<file path="src/rtl/pipe_stage_reg.sv">
// Generic pipeline stage register: payload + control word, valid/ready flow
// control, optional 2-entry skid buffer, synchronous flush, bubble ctrl zeroing.
module pipe_stage_reg #(
  parameter int DATA_W = 96,
  parameter int CTRL_W = 20,
  parameter int SKID   = 1
) (
  input  logic              CLK,
  input  logic              RESET,
  input  logic              FLUSH,
  input  logic              I_VALID,
  output logic              O_READY,
  input  logic [DATA_W-1:0] I_DATA,
  input  logic [CTRL_W-1:0] I_CTRL,
  output logic              O_VALID,
  input  logic              I_READY,
  output logic [DATA_W-1:0] O_DATA,
  output logic [CTRL_W-1:0] O_CTRL,
  output logic [1:0]        O_COUNT
);

  typedef struct packed {
    logic [DATA_W-1:0] data;
    logic [CTRL_W-1:0] ctrl;
  } ent_t;

  ent_t main_q, main_d;
  ent_t skid_q, skid_d;
  ent_t in_e;
  logic main_v, main_vd;
  logic skid_v, skid_vd;
  logic accept, consume;

  assign in_e = {I_DATA, I_CTRL};

  // With a skid slot, ready comes from a flop only; without, it looks through.
  assign O_READY = (SKID != 0) ? !skid_v : (!main_v | I_READY);

  assign accept  = I_VALID & O_READY;
  assign consume = main_v & I_READY;

  always_comb begin
    main_vd = main_v;
    main_d  = main_q;
    skid_vd = skid_v;
    skid_d  = skid_q;
    if (FLUSH) begin
      main_vd = 1'b0;
      skid_vd = 1'b0;
    end else if (skid_v) begin
      if (consume) begin
        main_d  = skid_q;
        skid_vd = 1'b0;
      end
    end else if (!main_v || consume) begin
      main_vd = accept;
      if (accept) main_d = in_e;
    end else if (accept && SKID != 0) begin
      skid_vd = 1'b1;
      skid_d  = in_e;
    end
  end

  always_ff @(posedge CLK or posedge RESET) begin
    if (RESET) begin
      main_v <= 1'b0;
      skid_v <= 1'b0;
      main_q <= '0;
      skid_q <= '0;
    end else begin
      main_v <= main_vd;
      skid_v <= skid_vd;
      main_q <= main_d;
      skid_q <= skid_d;
    end
  end

  assign O_VALID = main_v;
  assign O_DATA  = main_q.data;
  assign O_CTRL  = main_v ? main_q.ctrl : '0;
  assign O_COUNT = {1'b0, main_v} + {1'b0, skid_v};

endmodule

</file>
<file path="config.mk">
export PLATFORM = sky130hd
export DESIGN_NAME = pipe_stage_reg
export DESIGN_NICKNAME = d
export VERILOG_FILES = /design/src/rtl/pipe_stage_reg.sv
export SDC_FILE = /design/constraint.sdc
export NUM_CORES = 1
export LEC_CHECK = 0
export ABC_AREA = 1
export CORE_MARGIN = 2
export CORE_UTILIZATION = 27
export CTS_CLUSTER_SIZE = 24
export DETAILED_ROUTE_END_ITERATION = 7
export PLACE_DENSITY = 0.51
export RECOVER_POWER = 50
export SLEW_MARGIN = 20
export SYNTH_ARGS = -nofsm -noshare
export SYNTH_HDL_FRONTEND = slang
export SYNTH_SLANG_ARGS = --single-unit
</file>
<file path="constraint.sdc">
create_clock -name CLK -period 7.55 [get_ports CLK]
set_input_delay 1.51 -clock CLK [delete_from_list [all_inputs] [get_ports CLK]]
set_output_delay 1.51 -clock CLK [all_outputs]
set_load 0.01 [all_outputs]
</file>
# == Word level (Yosys, flattened, before mapping) ==
# Cells that the tools add are included.
# word_totals
reg_bits,234
input_bits,121
out_inout_bits,120
# classes
n_addsub,1
eq_ne,2
n_mux,13
bitwise,5
reduce_logical,9
# op_table
op,n
2-to-1 mux 116 bit,4
2-to-1 mux 20 bit,1
2-to-1 mux 1 bit,8
AND reduction 4 bit,2
nonzero test 2 bit,3
inverter 1 bit,3
adder 1 x 1 -> 2 bit,1
AND 1 bit,2
zero test 1 bit,2
"!= test 2 x 1 -> 1 bit, second input constant",1
"!= test 2 bit, second input constant",1
AND reduction 2 bit,1
logical OR 1 bit,1

# == Logic depth before layout (Yosys ltp) ==
# Gate-level depths: netlist of the first run.
# logic_depth
depth_word,6
ltp_mapped,9
ltp_nobuf,7

# == Least setup slack after synthesis of the first run ==
# Ideal clock, no wire load.
# synth_timing
kind,input-to-reg
start,input port I_VALID
end,register main_q (netlist bit O_DATA[10])
t_arrival_ns,2.334
required_time_ns,7.433
setup_slack_ns,5.100
path_stages,9
n_path_buf,2
cell_sequence,inv_1 -> nor2_1 -> nand2_1 -> nand2_2 -> nand2_2 -> buf_6 -> buf_6 -> nand2_1 -> nand2_1
# synth_via
elab_chain_cells,3
# synth_rtl
element,line_no,source
from (decl),11,"input logic I_VALID,"
AND 1 bit,39,assign accept = I_VALID & O_READY;
nonzero test 2 bit (no line),n/a,
AND reduction 4 bit (no line),n/a,
to (signal assigned),73,main_q <= main_d;
to (decl),27,"ent_t main_q, main_d;"
# No other way between the ends.
# A chain may end at the register's enable or synchronous reset.

==> reports/qor.json, run 1 <==
{
  "status": "finished, violations left",
  "violations": "max-capacitance violations, max-slew violations",
  "grt_setup_unrepaired": "false",
  "clock_insertion_delay_worst_skew_ps": 550,
  "critical_path_arrival_ps": 5100,
  "cts_resized": 0,
  "final_max_slew_viol_count": 41,
  "detail_route.drc_violations": 0,
  "min-delay-start": "O_DATA[11]",
  "placed_cells_incl_taps": 2002,
  "syn_avg_cell_area_um2": 7.96,
  "criticalPathCategory": "input port to async pin",
  "family_with_the_most_delay_on_the_worst_path": "buffers and inverters",
  "n_antenna_cell": 0,
  "crit-reg2reg-launch": "O_VALID",
  "postRouteAntennaNets": 0,
  "wl_mm": 29.6,
  "maximum_number_of_pins_on_one_net_before_global_route_repair": 234,
  "clockBufferDepth": 3,
  "ctsRootBufferMaster": "clkbuf_16",
  "ys_seq_area_frac": 0.523,
  "die_width_um": 208,
  "syn2layout_area_growth_pct": 26.7,
  "netlist_instances": 1406,
  "grt_pass1_vias": 8915,
  "grt_first_pass_wirelength_mm": 48.9,
  "critical-path-max-stage-delay_ps": 1740,
  "core_region_area_um2": 40800,
  "critPathBufInv": 4,
  "postSynthRegisterBits": 234,
  "fin_worst_skew_ps": 7.16,
  "synth_fp_nets": 1528,
  "startpoint_type_of_the_worst_setup_path": "input port",
  "fin_setup_tns_ps": 0,
  "cellLeakagePower_uw": 0.00696,
  "netlist_area_um2": 11200,
  "crit_fanout": 67,
  "initial_antenna_violation_count": 3,
  "cts_sinks": 234,
  "yosysTopAreaCell": "dfrtp_1",
  "final_period_util": 0.601,
  "drive_above_1_share": 0.0401,
  "placement.io_buffers": 240,
  "worstSetupStartpoint": "RESET",
  "clkSlewWorstSetupHoldPaths_ps": 50,
  "required_time_of_the_critical_path_ps": 8110,
  "die-area_um2": 43100,
  "min_path_type": "register to register",
  "post_cts.repair.setup_buffers": 0,
  "timing.critical_path.to_type": "async pin",
  "yosysTopAreaCellShare": 0.523,
  "cts_hold_buffers": 0,
  "post_synth_num_cell_types": 17,
  "track_usage": 0.137,
  "grt_overflow_total": 0,
  "row_count": 74,
  "final_hold_viol_count": 0,
  "synth-warning-count": 0,
  "timing.critical_path.cells": "dlygate4sd3_1 -> clkinvlp_2 -> clkbuf_1 -> buf_4",
  "worst_slew_margin_rel": -0.594,
  "synth_top_cells_by_area": "dfrtp_1 52%, nand2_1 16%, o21ai_0 9.1%",
  "drt_first_pass_iters": 5,
  "initial_utilization": 0.274,
  "cap_violations": 1,
  "post_dr_wirelength_cell_um": 14.4,
  "fp.dieH_um": 208,
  "timing_limited_maximum_frequency_ghz": 0.220,
  "vias_per_cell": 4.36,
  "cts-buffers-inserted": 30,
  "peak_supply_drop_mv": 0.169,
  "fin_cells": 2055,
  "fin_crit_ps": 4540,
  "cellPowerDensity_nw_per_um2": 273,
  "num_io_pins": 241,
  "tritoncts": "built",
  "setup_violations": 0,
  "drt_first_iter_violations": 411,
  "cp_slowest_cell": "clkbuf_1",
  "finish.net_count": 1624,
  "worst_slew_pin_tran_ps": 2390,
  "detailedPlacementHpwl_mm": 18.1,
  "htree_levels": 1,
  "detailroute.via_count": 8953,
  "place_congestion": 0.748
}
placed cells by master, fill, tap and decap left out, types with 3 or more instances in the layout:
cell,synthesis,layout
buf_4,97,6
clkbuf_1,35,7
clkbuf_16,0,31
clkbuf_8,0,4
clkdlybuf4s50_1,0,186
clkinv_2,0,6
clkinvlp_4,0,3
dfrtp_1,234,233
dlygate4sd3_1,0,54
inv_1,140,139
nand2_1,488,488
nand2_4,0,3
nand3_1,116,117
o21ai_0,204,230
o21ai_1,30,4
cells in the mapped netlist (all sizes together):
cell type,instances
o211ai,1
nand3,117
ha,1
clkinv,1
clkbuf,35
inv,141
buf,150
dfrtp,234
o21ai,234
nand2,491
nor2,1
per-stage QoR:
step / instance area (um2) / total power, uW / utilization / hold slack (ps) / setup slack (ps)
finish: 14200 / 3870 / 0.347 / 460 / 3010
floorplan: 11200 / 2250 / - / 442 / 2980
detailed placement: 13200 / 2530 / 0.324 / 458 / 3040
CTS: 14200 / 3980 / 0.348 / 473 / 3620
global placement: 13200 / 2520 / 0.324 / 457 / 3080
global route: 14200 / 4130 / 0.347 / 479 / 2310
routing by layer:
metal,track usage,vias to the layer above,part of all wire
met3,0.0304,45,0.059
met4,0.0355,6,0.019
met1,0.186,4199,0.47
met5,0,-,0.0015
met2,0.221,214,0.46
li1,-,4489,-
layout make-up:
cell class | instances | area (um2)
Multi-Input combinational cell | 845 | 3650
Inverter | 142 | 534
Tap cell | 532 | 666
Sequential cell | 234 | 5860
Timing Repair Buffer | 249 | 2490
Clock inverter | 12 | 121
Fill cell | 4277 | 26700
Clock buffer | 41 | 853
report_power, final:
group | internal (uW) | switching (uW) | leakage, uW | total, uW
clock | 853 | 555 | 0.000475 | 1410
sequential | 1550 | 168 | 0.00294 | 1720
combinational | 372 | 376 | 0.00355 | 748
tightest hold or removal path: cells and delay by family, from the launching register on:
| kind | cells | cell delay [ps] |
|---|---|---|
| flops | 1 | 330 |
| simple gates | 2 | 90 |
worst paths after layout:
check,endpoint,slack [ps],depth (start not counted)
setup / recovery,skid_q[59],3010,4
max in group CLK,O_DATA[10],3570,9
hold reg to reg,O_DATA[11],460,2
hold / removal,O_DATA[11],460,2
min in group asynchronous,main_q[6],1390,2
setup reg to reg,O_DATA[10],4160,7
cells by family (layout without fill, tap and decap cells):
kind of cell | Yosys count | in the layout | synth area share
AO/OA/AOI/OAI | 235 | 235 | 0.105
buffers and inverters | 327 | 444 | 0.152
AND/OR/NAND/NOR | 609 | 609 | 0.219
flip-flops | 234 | 234 | 0.523
adder cells (fa/ha/maj) | 1 | 1 | 0.00112
registers in the layout, indices dropped and copies added, names as in the netlist:
| register | flops |
|---|---|
| O_DATA | 96 |
| main_q | 20 |
| O_VALID | 1 |
| skid_q | 116 |
| skid_v | 1 |
Note: power is estimated with default switching activity, not from simulation.
==> run 2, diff against run 1 <==
Clock period 7.55 ns to 4.1 ns, I/O delays scaled along.
==> reports/qor.json, run 2 (synthesis results as in run 1) <==
{
  "tritoncts": "built",
  "detailroute.via_count": {"value": 8956, "change": "+0.034%"},
  "cellLeakagePower": {"value": 0.00695, "unit": "uW", "change": "-0.16%"},
  "cts_hold_buffers": {"value": 0, "change": "unchanged"},
  "crit_fanout": {"value": 72, "change": "+7.5%"},
  "multiInputGateArea": {"value": 3660, "unit": "um2", "change": "+0.34%"},
  "core_region_area": {"value": 40800, "unit": "um2", "change": "unchanged"},
  "track_usage": {"value": 0.137, "change": "+0.000194"},
  "timing_limited_maximum_frequency_ghz": 0.325,
  "peak_supply_drop": {"value": 0.288, "unit": "mV", "change": "+70%"},
  "syn2layout_area_growth_pct": 27.0,
  "htree_levels": {"value": 1, "change": "unchanged"},
  "min-delay-start": "O_DATA[94]",
  "drt_first_pass_iters": {"value": 5, "change": "unchanged"},
  "criticalPathCategory": "register to output port",
  "cellPowerDensity": {"value": 498, "unit": "nW/um2", "change": "+82%"},
  "cts_sinks": {"value": 234, "change": "unchanged"},
  "maximum_number_of_pins_on_one_net_before_global_route_repair": {"value": 117, "change": "-50%"},
  "status": "finished, violations left",
  "intPower": {"value": 5080, "unit": "uW", "change": "+83%"},
  "initial_antenna_violation_count": {"value": 0, "change": "-3"},
  "startpoint_type_of_the_worst_setup_path": "register",
  "post_cts.repair.setup_buffers": {"value": 0, "change": "unchanged"},
  "wl": {"value": 29.4, "unit": "mm", "change": "-0.44%"},
  "die_width": {"value": 208, "unit": "um", "change": "unchanged"},
  "final_max_slew_viol_count": {"value": 138, "change": "+240%"},
  "post_dr_wirelength_cell": {"value": 14.3, "unit": "um", "change": "-0.54%"},
  "place_congestion": {"value": 0.739, "change": "-1.2%"},
  "fin_setup_tns": {"value": 0, "unit": "ps", "change": "unchanged"},
  "worst_slew_margin_rel": {"value": -0.0539, "change": "+0.540"},
  "critical_path_arrival": {"value": 2260, "unit": "ps", "change": "-2840 ps"},
  "regMostFlops": "skid_q",
  "cap_violations": {"value": 2, "change": "+1"},
  "required_time_of_the_critical_path": {"value": 3280, "unit": "ps", "change": "-4830 ps"},
  "clock_power_share": {"value": 0.353, "change": "-0.010"},
  "row_count": {"value": 74, "change": "unchanged"},
  "cts-buffers-inserted": {"value": 28, "change": "-6.7%"},
  "worst_slew_pin_tran": {"value": 1580, "unit": "ps", "change": "-810 ps"},
  "min_delay_worst_endpoint": "O_DATA[94]",
  "layout_commonest_cell": "nand2_1",
  "detail_route.drc_violations": {"value": 0, "change": "unchanged"},
  "postRouteAntennaNets": {"value": 0, "change": "unchanged"},
  "mostFrequentLayoutCells": "488 x nand2_1, 233 x dfrtp_1, 213 x o21ai_0, 206 x clkdlybuf4s50_1, 139 x inv_1",
  "hold_depth": {"value": 2, "change": "unchanged"},
  "setup_violations": {"value": 0, "change": "unchanged"},
  "cp_slowest_cell": "dfrtp_4",
  "fin_worst_skew": {"value": 19.0, "unit": "ps", "change": "+11.9 ps"},
  "final-seq-area": {"value": 5860, "unit": "um2", "change": "unchanged"},
  "total_power": {"value": 7070, "unit": "uW", "change": "+83%"},
  "placement.io_buffers": {"value": 240, "change": "unchanged"},
  "die-area": {"value": 43100, "unit": "um2", "change": "unchanged"},
  "min_path_type": "register to register",
  "grt_first_pass_wirelength": {"value": 49.2, "unit": "mm", "change": "+0.62%"},
  "violations": "max-capacitance violations, max-slew violations",
  "largest_reg_flops": {"value": 116, "change": "unchanged"},
  "rr_worst_depth": {"value": 5, "change": "-2"},
  "layout.filler_cells": {"value": 4341, "change": "+1.5%"},
  "n_antenna_cell": {"value": 0, "change": "unchanged"},
  "final_hold_viol_count": {"value": 0, "change": "unchanged"},
  "whs": {"value": 464, "unit": "ps", "change": "+4.03 ps"},
  "ctsRootBufferMaster": "clkbuf_16",
  "detailedPlacementHpwl": {"value": 18.4, "unit": "mm", "change": "+1.5%"},
  "power.share.sequential": {"value": 0.448, "change": "+0.004"},
  "initial_utilization": {"value": 0.274, "change": "unchanged"},
  "finish.net_count": {"value": 1627, "change": "+0.18%"},
  "grt_pass1_vias": {"value": 8997, "change": "+0.92%"},
  "fin_crit_ps": 3080,
  "pwr-share-comb": {"value": 0.199, "change": "+0.006"},
  "grt_setup_unrepaired": "false",
  "crit-reg2reg-launch": "skid_v",
  "drt_first_iter_violations": {"value": 433, "change": "+5.4%"},
  "final_period_util": 0.751,
  "num_io_pins": {"value": 241, "change": "unchanged"},
  "clockBufferDepth": {"value": 3, "change": "unchanged"},
  "grt_overflow_total": {"value": 0, "change": "unchanged"},
  "worstReg2RegEnd": "O_DATA[2]",
  "power_switching_share": {"value": 0.282, "change": "-0.00123"},
  "critical-path-max-stage-delay": {"value": 860, "unit": "ps", "change": "-880 ps"},
  "drive_above_1_share": {"value": 0.0400, "change": "-0.0000525"},
  "timing.critical_path.to_type": "output port",
  "timing.critical_path.cells": "ha_1 -> clkdlybuf4s50_1",
  "cts_resized": {"value": 0, "change": "unchanged"},
  "power.net_switching": {"value": 2000, "unit": "uW", "change": "+82%"},
  "worstSetupStartpoint": "skid_v",
  "clkSlewWorstSetupHoldPaths": {"value": 60, "unit": "ps", "change": "about the same"},
  "fp.dieH": {"value": 208, "unit": "um", "change": "unchanged"},
  "reg2reg_slack": {"value": 1500, "unit": "ps", "change": "-2660 ps"},
  "clock_insertion_delay_worst_skew": {"value": 550, "unit": "ps", "change": "about the same"},
  "vias_per_cell": {"value": 4.35, "change": "about the same"}
}
[run 2: final cells by class]
type                            instances  area share
Sequential cell                       234       0.412
Multi-Input combinational cell        845       0.258
Timing Repair Buffer                  254       0.180
Clock buffer                           46      0.0619
Tap cell                              532      0.0469
Inverter                              142      0.0376
Clock inverter                          4     0.00335
[run 2: worst max-delay path by stage]
stage                            end  slack, ps  cells past startpoint
after floorplan            O_DATA[0]        220                      1
after global placement    O_DATA[40]       1110                      7
after detailed placement  O_DATA[86]       1120                      7
after CTS                 O_COUNT[0]        970                      2
after global routing          skid_v        780                      3
final                     O_COUNT[0]       1020                      2
[run 2: per-stage QoR]
step / utilization / worst slack, ps / cell area (um2) / instances
after floorplan: - / 216 / 11200 / 1406
after global placement: 0.326 / 1110 / 13300 / 2007
after detailed placement: 0.326 / 1120 / 13300 / 2007
after CTS: 0.349 / 969 / 14200 / 2057
after global routing: 0.348 / 784 / 14200 / 2057
final: 0.348 / 1020 / 14200 / 2057
[run 2: power groups by stage]
stage	Combinational, uW	Sequential [uW]	Clock (uW)
detailed placement	1470	3200	0
global placement	1450	3200	0
finish	1410	3170	2500
global route	1610	3240	2680
CTS	1470	3170	2580
floorplan	1040	3110	0
[run 2: critical path, delay by kind of cell (launching register included)]
family	cells	cell delay [ps]
flops	1	860
fa+ha+maj	1	360
buf+inv	1	470
[run 2: routing by layer]
metal	vias up	share of wire	track usage
met5	-	0	0
met4	0	0.025	0.0328
met3	40	0.050	0.0295
met2	199	0.45	0.222
met1	4226	0.47	0.188
li1	4491	-	-
